File: config.mk
export PLATFORM = sky130hd
export DESIGN_NAME = uart_tx_param
export DESIGN_NICKNAME = d
export VERILOG_FILES = /design/src/rtl/uart_pkg.sv /design/src/rtl/uart_bit_timer.sv /design/src/rtl/uart_tx_param.sv
export SDC_FILE = /design/constraint.sdc
export NUM_CORES = 1
export LEC_CHECK = 0
export CORE_ASPECT_RATIO = 1.25
export CORE_MARGIN = 3
export CORE_UTILIZATION = 39
export DETAILED_ROUTE_END_ITERATION = 7
export GPL_ROUTABILITY_DRIVEN = 0
export SYNTH_ARGS = -nofsm -noshare
export SYNTH_HDL_FRONTEND = slang
export SYNTH_SLANG_ARGS = --single-unit
export TNS_END_PERCENT = 5
File: constraint.sdc
create_clock -name clk -period 5.4 [get_ports clk]
set_input_delay 1.08 -clock clk [delete_from_list [all_inputs] [get_ports clk]]
set_output_delay 1.08 -clock clk [all_outputs]
set_load 0.01 [all_outputs]
File: src/rtl/uart_pkg.sv
// Shared UART types, stop-bit encodings and frame-size helpers.
// Used by the Tx serialiser and the shared bit timer.
package uart_pkg;

  typedef enum logic [2:0] {IDLE, START, DATA, PARITY, STOP} tx_state_t;

  typedef logic [1:0] stop_cfg_t;

  localparam stop_cfg_t STOP_1   = 2'b00;
  localparam stop_cfg_t STOP_1P5 = 2'b01;
  localparam stop_cfg_t STOP_2   = 2'b10;

  // Wide enough for 2 * OVERSAMPLE with OVERSAMPLE up to 32.
  localparam int unsigned TICK_W = 7;

  function automatic logic [3:0] clamp_bits(input logic [3:0] req, input int unsigned max_bits);
    if (req < 4'd5) return 4'd5;
    if (32'(req) > max_bits) return 4'(max_bits);
    return req;
  endfunction

  function automatic logic [TICK_W-1:0] stop_ticks(input stop_cfg_t cfg,
                                                   input int unsigned os);
    case (cfg)
      STOP_1:   return TICK_W'(os);
      STOP_1P5: return TICK_W'((os * 3) / 2);
      default:  return TICK_W'(2 * os);
    endcase
  endfunction

endpackage

File: src/rtl/uart_bit_timer.sv
// Counts baud_ce pulses and flags the last pulse of a period of 'length' pulses.
// load clears the count; shared with the Rx path.
module uart_bit_timer #(
  parameter int unsigned Width = 7
) (
  input  logic             clk,
  input  logic             rst,
  input  logic             baud_ce,
  input  logic             load,
  input  logic [Width-1:0] length,
  output logic             period_done
);

  logic [Width-1:0] cnt_q;

  // Not gated by load: load is driven from the handshake that itself uses period_done.
  assign period_done = baud_ce && (cnt_q == length - Width'(1));

  always_ff @(posedge clk) begin
    if (rst) begin
      cnt_q <= '0;
    end else if (load) begin
      cnt_q <= '0;
    end else if (baud_ce) begin
      cnt_q <= period_done ? '0 : cnt_q + Width'(1);
    end
  end

endmodule

File: src/rtl/uart_tx_param.sv
// Parametrised UART transmit serialiser with valid/ready handshake and back-to-back frames.
// Define UART_TX_CTS_EN to add the cts_n flow-control input.
module uart_tx_param
  import uart_pkg::*;
#(
  parameter int unsigned MAX_BITS   = 9,
  parameter int unsigned OVERSAMPLE = 16
) (
  input  logic                clk,
  input  logic                rst,
  input  logic                baud_ce,
  input  logic                tx_valid,
  output logic                tx_ready,
  input  logic [MAX_BITS-1:0] tx_data,
  input  logic [3:0]          num_bits,
  input  logic [1:0]          stop_cfg,
  input  logic                parity_en,
  input  logic                parity_ev,
  input  logic                parity_stick,
  input  logic                break_en,
`ifdef UART_TX_CTS_EN
  input  logic                cts_n,
`endif
  output logic                stx,
  output logic                busy_n
);

  tx_state_t           state_q;
  logic [MAX_BITS-1:0] shift_q;
  logic [3:0]          bit_cnt_q;
  logic                par_q;
  logic                par_en_q;
  stop_cfg_t           stop_q;
  logic                stx_q;
  logic                busy_n_q;

  logic                cts_ok;
  logic                period_done;
  logic                accept;
  logic                line;
  logic [3:0]          nbits;
  logic                data_xor;
  logic                par_bit;
  logic [TICK_W-1:0]   tick_len;

`ifdef UART_TX_CTS_EN
  logic [1:0] cts_sync_q;

  always_ff @(posedge clk) begin
    if (rst) cts_sync_q <= 2'b11;
    else     cts_sync_q <= {cts_sync_q[0], cts_n};
  end

  assign cts_ok = ~cts_sync_q[1];
`else
  assign cts_ok = 1'b1;
`endif

  assign tx_ready = cts_ok && ((state_q == IDLE) || ((state_q == STOP) && period_done));
  assign accept   = tx_valid && tx_ready;
  assign nbits    = clamp_bits(num_bits, MAX_BITS);
  assign tick_len = (state_q == STOP) ? stop_ticks(stop_q, OVERSAMPLE) : TICK_W'(OVERSAMPLE);

  // Parity is settled at accept so the frame is independent of later input changes.
  always_comb begin
    data_xor = 1'b0;
    for (int unsigned i = 0; i < MAX_BITS; i++) begin
      if (i < 32'(nbits)) data_xor = data_xor ^ tx_data[i];
    end
    if (parity_stick) par_bit = ~parity_ev;
    else              par_bit = parity_ev ? data_xor : ~data_xor;
  end

  always_comb begin
    line = 1'b1;
    unique case (state_q)
      IDLE:    line = 1'b1;
      START:   line = 1'b0;
      DATA:    line = shift_q[0];
      PARITY:  line = par_q;
      STOP:    line = 1'b1;
      default: line = 1'b1;
    endcase
  end

  uart_bit_timer #(
    .Width(TICK_W)
  ) u_bit_timer (
    .clk        (clk),
    .rst        (rst),
    .baud_ce    (baud_ce),
    .load       (accept || (state_q == IDLE)),
    .length     (tick_len),
    .period_done(period_done)
  );

  always_ff @(posedge clk) begin
    if (rst) begin
      state_q   <= IDLE;
      shift_q   <= '0;
      bit_cnt_q <= '0;
      par_q     <= 1'b0;
      par_en_q  <= 1'b0;
      stop_q    <= STOP_1;
      stx_q     <= 1'b1;
      busy_n_q  <= 1'b1;
    end else begin
      stx_q <= line & ~break_en;
      if (accept) begin
        shift_q   <= tx_data;
        bit_cnt_q <= nbits - 4'd1;
        par_q     <= par_bit;
        par_en_q  <= parity_en;
        stop_q    <= stop_cfg;
      end
      unique case (state_q)
        IDLE: begin
          if (accept) begin
            state_q  <= START;
            busy_n_q <= 1'b0;
          end
        end
        START: begin
          if (period_done) state_q <= DATA;
        end
        DATA: begin
          if (period_done) begin
            shift_q   <= shift_q >> 1;
            bit_cnt_q <= bit_cnt_q - 4'd1;
            if (bit_cnt_q == 4'd0) state_q <= par_en_q ? PARITY : STOP;
          end
        end
        PARITY: begin
          if (period_done) state_q <= STOP;
        end
        STOP: begin
          if (period_done) begin
            state_q  <= accept ? START : IDLE;
            busy_n_q <= ~accept;
          end
        end
        default: state_q <= IDLE;
      endcase
    end
  end

  assign stx    = stx_q;
  assign busy_n = busy_n_q;

endmodule

==> results of run 1 <==
## critical path: cells and delay by family
family	cells	cell delay (ps)
AO/OA/AOI/OAI	2	610
buffers and inverters	2	1140
AND/OR/NAND/NOR	1	250
## power breakdown
part	leakage (nW)	internal (mW)	switching [mW]
registers	0.237	0.234	0.0210
clock network	0.0542	0.115	0.0864
logic	0.535	0.0823	0.0708
total	0.826	0.432	0.178
## metrics by stage
step	utilization, %	power [mW]	hold WS [ps]
2_1_floorplan	-	0.3714	452.0
3_3_place_gp	48.05	0.4143	488.3
3_5_place_dp	48.05	0.4150	494.9
4_1_cts	50.44	0.6198	504.9
5_1_grt	50.44	0.6517	530.9
6_report	50.44	0.6101	500.9
## layer usage
| layer | routed length [um] | vias up |
|---|---|---|
| li1 | - | 772 |
| met2 | 1719 | 19 |
| met4 | 72 | 0 |
| met5 | 0 | - |
| met3 | 120 | 6 |
| met1 | 1616 | 670 |
## sequential cells by signal, summed over array words and instances (netlist names)
name,cells
busy_n,1
bit_cnt_q,4
state_q,3
stx,1
shift_q,9
par_q,1
stop_q,2
u_bit_timer.cnt_q,7
par_en_q,1
## final cells by class
cell class	count	area share, %
sequential	29	27.21
multi-input combinational	155	50.56
clock buffer	7	4.516
tap	56	3.284
inverter	10	1.760
clock inverter	1	0.2346
timing repair buffer	27	12.43
## synth_stat cells (4+ instances only)
cell / instances / area, um2
nor2_1: 32 / 120.1
dfxtp_1: 29 / 580.6
mux2i_1: 16 / 160.2
nand2_1: 12 / 45.04
inv_1: 10 / 37.54
xnor2_1: 10 / 87.58
a211oi_1: 8 / 60.06
a21oi_1: 6 / 30.03
clkbuf_1: 6 / 22.52
ha_1: 6 / 75.07
nand2b_1: 5 / 31.28
a31oi_1: 4 / 25.02
nand3_1: 4 / 20.02
o21ai_0: 4 / 20.02
## worst max path at each step
| stage | start | cells past startpoint | endpoint | slack [ps] |
|---|---|---|---|---|
| finish | baud_ce | 5 | tx_ready | 1230 |
| global route | state_q[1] | 8 | tx_ready | 950 |
| CTS | baud_ce | 5 | tx_ready | 1230 |
| detailed placement | baud_ce | 5 | tx_ready | 1230 |
| global placement | baud_ce | 5 | tx_ready | 1250 |
| floorplan | state_q[2] | 9 | tx_ready | 2120 |
## logic make-up (layout without fill, tap and decap cells)
logic type | count (synthesis) | in the layout | synth area share, %
flip-flops | 29 | 29 | 32.77
XOR/XNOR | 13 | 13 | 7.203
AO/OA/AOI/OAI | 45 | 45 | 19.35
adder cells (fa/ha/maj) | 6 | 6 | 4.237
buffers and inverters | 23 | 45 | 6.355
multiplexers | 17 | 17 | 9.675
AND/OR/NAND/NOR | 74 | 74 | 20.41
==> summary.txt, run 1 <==
Die ar.: 5393 um2
unrepaired setup endpoints after global routing: false
met2 Usage GRT: 24.03%
critical path arrival: 3090 ps
Setup Buffers After CTS: 0
router iterations before antenna repair: 4
Post-CTS Resized: 0
Seq. cell area: 580.6 um2
number of flops mapped to enable cells by yosys: 0
FILL cells: 410
routed length per instance: 12.38 um
Worst-path clk slew: 60 ps
Min Clock Period, post-route: 4166 ps
Num CTS Buffers: 5
cell count after synthesis: 207
worst vdd ir: 0.1709 mV
final hold vios: 0
FP Rows: 26
most frequent cells in the layout: nor2_1 (32), dfxtp_1 (29), clkdlybuf4s50_1 (25), mux2i_1 (16), nand2_1 (12)
vias in the first global route: 1328
# Max-Cap Violations: 0
setup slack after layout: 1234 ps
largest net degree at the start of global routing: 29
TritonCTS clock tree: yes
most crowded layer after global routing: met2
R2R Setup Slk: 2220 ps
Top FF cell, synth: dfxtp_1
Finished Layout Cells: 285
vias per cell: 5.147
Synth-to-Final Area Change: 20.41%
Worst Reg-to-Reg Cells: 9
reg2reg end: bit_cnt_q[1]
DP Cell Count: 277
sequential fraction of the synthesis area: 32.77%
CTS Root Buffer Type: clkbuf_8
final non-filler cell area: 2133 um2
crit path kind: in -> out
Worst-Margin Slew: 745.1 ps
yosys warns: 0
cell area power density: 286.0 nW/um2
share of cells above drive strength 1: 7.860%
Tightest Hold Check Type: reg -> reg
# diodes: 0
Vert. Die Dim: 81.36 um
Post-synth ARST share: 0%
period utilization: 77.15%
Worst Setup End Kind: output port
number of I/O port buffers: 25
status: complete, no violations
clock sinks: 29
R2R Path Start: state_q[0]
CTS H-tree depth: 2
io pins: 26
syn_nets: 236
Lkg Pwr: 0.8261 nW
Post-layout nets: 257
worst slack, placed: 1228 ps
# setup viols final: 0
headroom to the max-slew limit: 50.33%
initial antenna violation count: 0
slowest CP cell: clkdlybuf4s50_1
Initial Utilization: 41.89%
most common cell after layout, fill and taps aside: nor2_1
WP data required: 4320 ps
Mapped Area: 1772 um2
Netlist cell types: 52
drt total wl: 3.528 mm
CP Cell Sequence: clkdlybuf4s50_1, and3_1, o2111ai_2, a21boi_0, clkdlybuf4s50_1
Worst Clk Skew: 8.490 ps
hold-fix buffer count after cts: 0
Worst setup SP type: input port
Hold Path Origin: stop_q[0]
fmax: 240.0 MHz
starting DRC count in detailed routing: 49
Post-DRT Antenna Nets: 0
Critical Path Max Stage Delay: 580 ps
grt total ovfl: 0
met1 usage: 17.41%
Worst-Skew Late Latency: 290 ps
fin. max-slew vios: 0
Die X: 66.29 um
Post-route DRC: 0
crit-path most repeated cell: clkdlybuf4s50_1
post-DP HPWL: 2.495 mm
Tot GR Track Use: 14.97%
Placed Area: 2032 um2
post-synthesis register bit count: 29
crit path max fanout: 13
area of the core: 4229 um2
multi-input logic area: 1079 um2
Hold Path End: stop_q[0]
met3 Use GR: 5.533%
Synth Area per Inst: 8.559 um2
worst hold path depth: 2
total number of vias: 1467
Max Root-Sink Buffers: 2
Final TNS setup: 0 ps
first-pass GRT wire length: 6.044 mm
Power figures use the tool's default switching activity.
==> run 2: changes to the inputs <==
==> constraint.sdc (replaced) <==
create_clock -name clk -period 3.86 [get_ports clk]
set_input_delay 0.772 -clock clk [delete_from_list [all_inputs] [get_ports clk]]
set_output_delay 0.772 -clock clk [all_outputs]
set_load 0.01 [all_outputs]
==> run 2 against run 1 <==
Global-route usage rose by 0.43 points. Sequential power rose by 38%. Cell count rose by 1.4%. Utilization rose by 0.27 points.
==> summary.txt, run 2 (synthesized netlist as in run 1, its figures left out) <==
setup slack after layout: 347.5 ps (-886.4 ps)
most frequent cells in the layout: nor2_1 (32), dfxtp_1 (29), clkdlybuf4s50_1 (25), mux2i_1 (16), nand2_1 (12)
TritonCTS clock tree: yes
Die ar.: 5393 um2 (unchanged)
total number of vias: 1494 (+1.8%)
Vert. Die Dim: 81.36 um (unchanged)
crit path max fanout: 10 (-3)
routed length per instance: 12.81 um (+3.5%)
io pins: 26 (unchanged)
largest reg by FF count: shift_q
met2 Usage GRT: 27.31% (+3.3 points)
cell area power density: 383.2 nW/um2 (+34%)
Final TNS setup: 0 ps (unchanged)
most crowded layer after global routing: met2
period utilization: 91.00%
most common cell after layout, fill and taps aside: nor2_1
Synth-to-Final Area Change: 21.05%
grt total ovfl: 0 (unchanged)
WP data required: 3090 ps (-1230 ps)
CTS H-tree depth: 2 (unchanged)
Post-route DRC: 0 (unchanged)
Placed Area: 2062 um2 (+1.5%)
Post-DRT Antenna Nets: 0 (unchanged)
Setup Buffers After CTS: 0 (unchanged)
Die X: 66.29 um (unchanged)
Worst setup SP type: flip-flop
Worst-Margin Slew: 458.6 ps (-286.5 ps)
hold-fix buffer count after cts: 0 (unchanged)
first-pass GRT wire length: 6.285 mm (+4.0%)
post-DP HPWL: 2.742 mm (+9.9%)
largest net degree at the start of global routing: 20 (-31%)
initial antenna violation count: 0 (unchanged)
Worst-path clk slew: 60 ps (about the same)
headroom to the max-slew limit: 69.31% (+19 points)
drt total wl: 3.702 mm (+4.9%)
fin. max-slew vios: 0 (unchanged)
# Max-Cap Violations: 0 (unchanged)
Max Root-Sink Buffers: 2 (unchanged)
Initial Utilization: 41.89% (unchanged)
Worst Setup End Kind: output port
unrepaired setup endpoints after global routing: false
crit path kind: reg -> out
share of cells above drive strength 1: 9.013% (+1.2 points)
met3 Use GR: 4.426% (-1.1 points)
top flop regs: shift_q (9), u_bit_timer.cnt_q (7), bit_cnt_q (4)
CTS Root Buffer Type: clkbuf_8
critical path arrival: 2740 ps (-350 ps)
starting DRC count in detailed routing: 29 (-41%)
Tot GR Track Use: 15.40% (+0.43 points)
Post-CTS Resized: 0 (unchanged)
router iterations before antenna repair: 4 (unchanged)
Worst-Skew Late Latency: 280 ps (about the same)
vias per cell: 5.170 (+0.43%)
Lkg Pwr: 0.8359 nW (+1.2%)
status: complete, no violations
fmax: 284.7 MHz
met1 usage: 16.83% (-0.57 points)
vias in the first global route: 1403 (+5.6%)
Post-layout nets: 261 (+1.6%)
worst vdd ir: 0.2384 mV (+40%)
# setup viols final: 0 (unchanged)
Tightest Hold Check Type: reg -> reg
final non-filler cell area: 2145 um2 (+0.53%)
number of I/O port buffers: 25 (unchanged)
Worst Clk Skew: 3.175 ps (-5.315 ps)
Min Clock Period, post-route: 3513 ps
FILL cells: 415 (+1.2%)
# diodes: 0 (unchanged)
final hold vios: 0 (unchanged)
Num CTS Buffers: 5 (unchanged)
clock sinks: 29 (unchanged)
Largest register FFs: 9 (unchanged)
worst slack, placed: 296.3 ps (-932.1 ps)
FP Rows: 26 (unchanged)
area of the core: 4229 um2 (unchanged)
-- run 2: cell types whose count changed in the layout (fill, tap and decap cells not counted), sizes merged --
cell,before,now
buf,2,6
clkbuf,7,6
clkinv,1,2
-- run 2: critical path, cell delays in order, from the launching register on --
cell,delay (ps)
dfxtp_1,390
nor2_1,410
nand3_1,170
ha_1,330
xnor2_1,120
nor2_1,130
o2111ai_2,120
a21boi_0,210
clkdlybuf4s50_1,570
-- run 2: per-stage QoR --
stage	power, mW	hold WS (ps)	util [%]	std cells
after CTS	0.8329	504.6	50.71	289
after detailed placement	0.5854	491.0	48.76	281
after global placement	0.5845	489.8	48.76	281
final	0.8218	497.9	50.71	289
after global routing	0.8772	518.2	50.71	289
after floorplan	0.5195	452.0	-	207
-- run 2: final cells by class --
cell class | count | area, um2 | area share [%]
clock inverters | 2 | 10.01 | 0.4667
flip-flops and latches | 29 | 580.6 | 27.07
inverters | 10 | 37.54 | 1.750
repair buffers | 31 | 295.3 | 13.77
clock buffers | 6 | 72.57 | 3.384
well taps | 56 | 70.07 | 3.267
multi-input cells | 155 | 1079 | 50.29
-- run 2: final timing paths --
| kind | start | end | slack (ps) | depth (start not counted) |
|---|---|---|---|---|
| min reg2reg | shift_q[1] | shift_q[0] | 500 | 2 |
| min | shift_q[1] | shift_q[0] | 500 | 2 |
| max reg2reg | state_q[0] | shift_q[3] | 1050 | 11 |
| max | state_q[0] | tx_ready | 350 | 8 |
-- run 2: metal layers --
layer	up-vias	wire, um	share of wire (%)
met5	-	0	0
met4	0	67	1.8
met3	6	139	3.8
met2	24	1878	51
met1	680	1617	44
li1	784	-	-
-- run 2: report_power, final --
group | switching, mW | internal (mW)
Sequential | 0.0228 | 0.328
Clock | 0.119 | 0.125
Combinational | 0.108 | 0.119
Total | 0.251 | 0.571
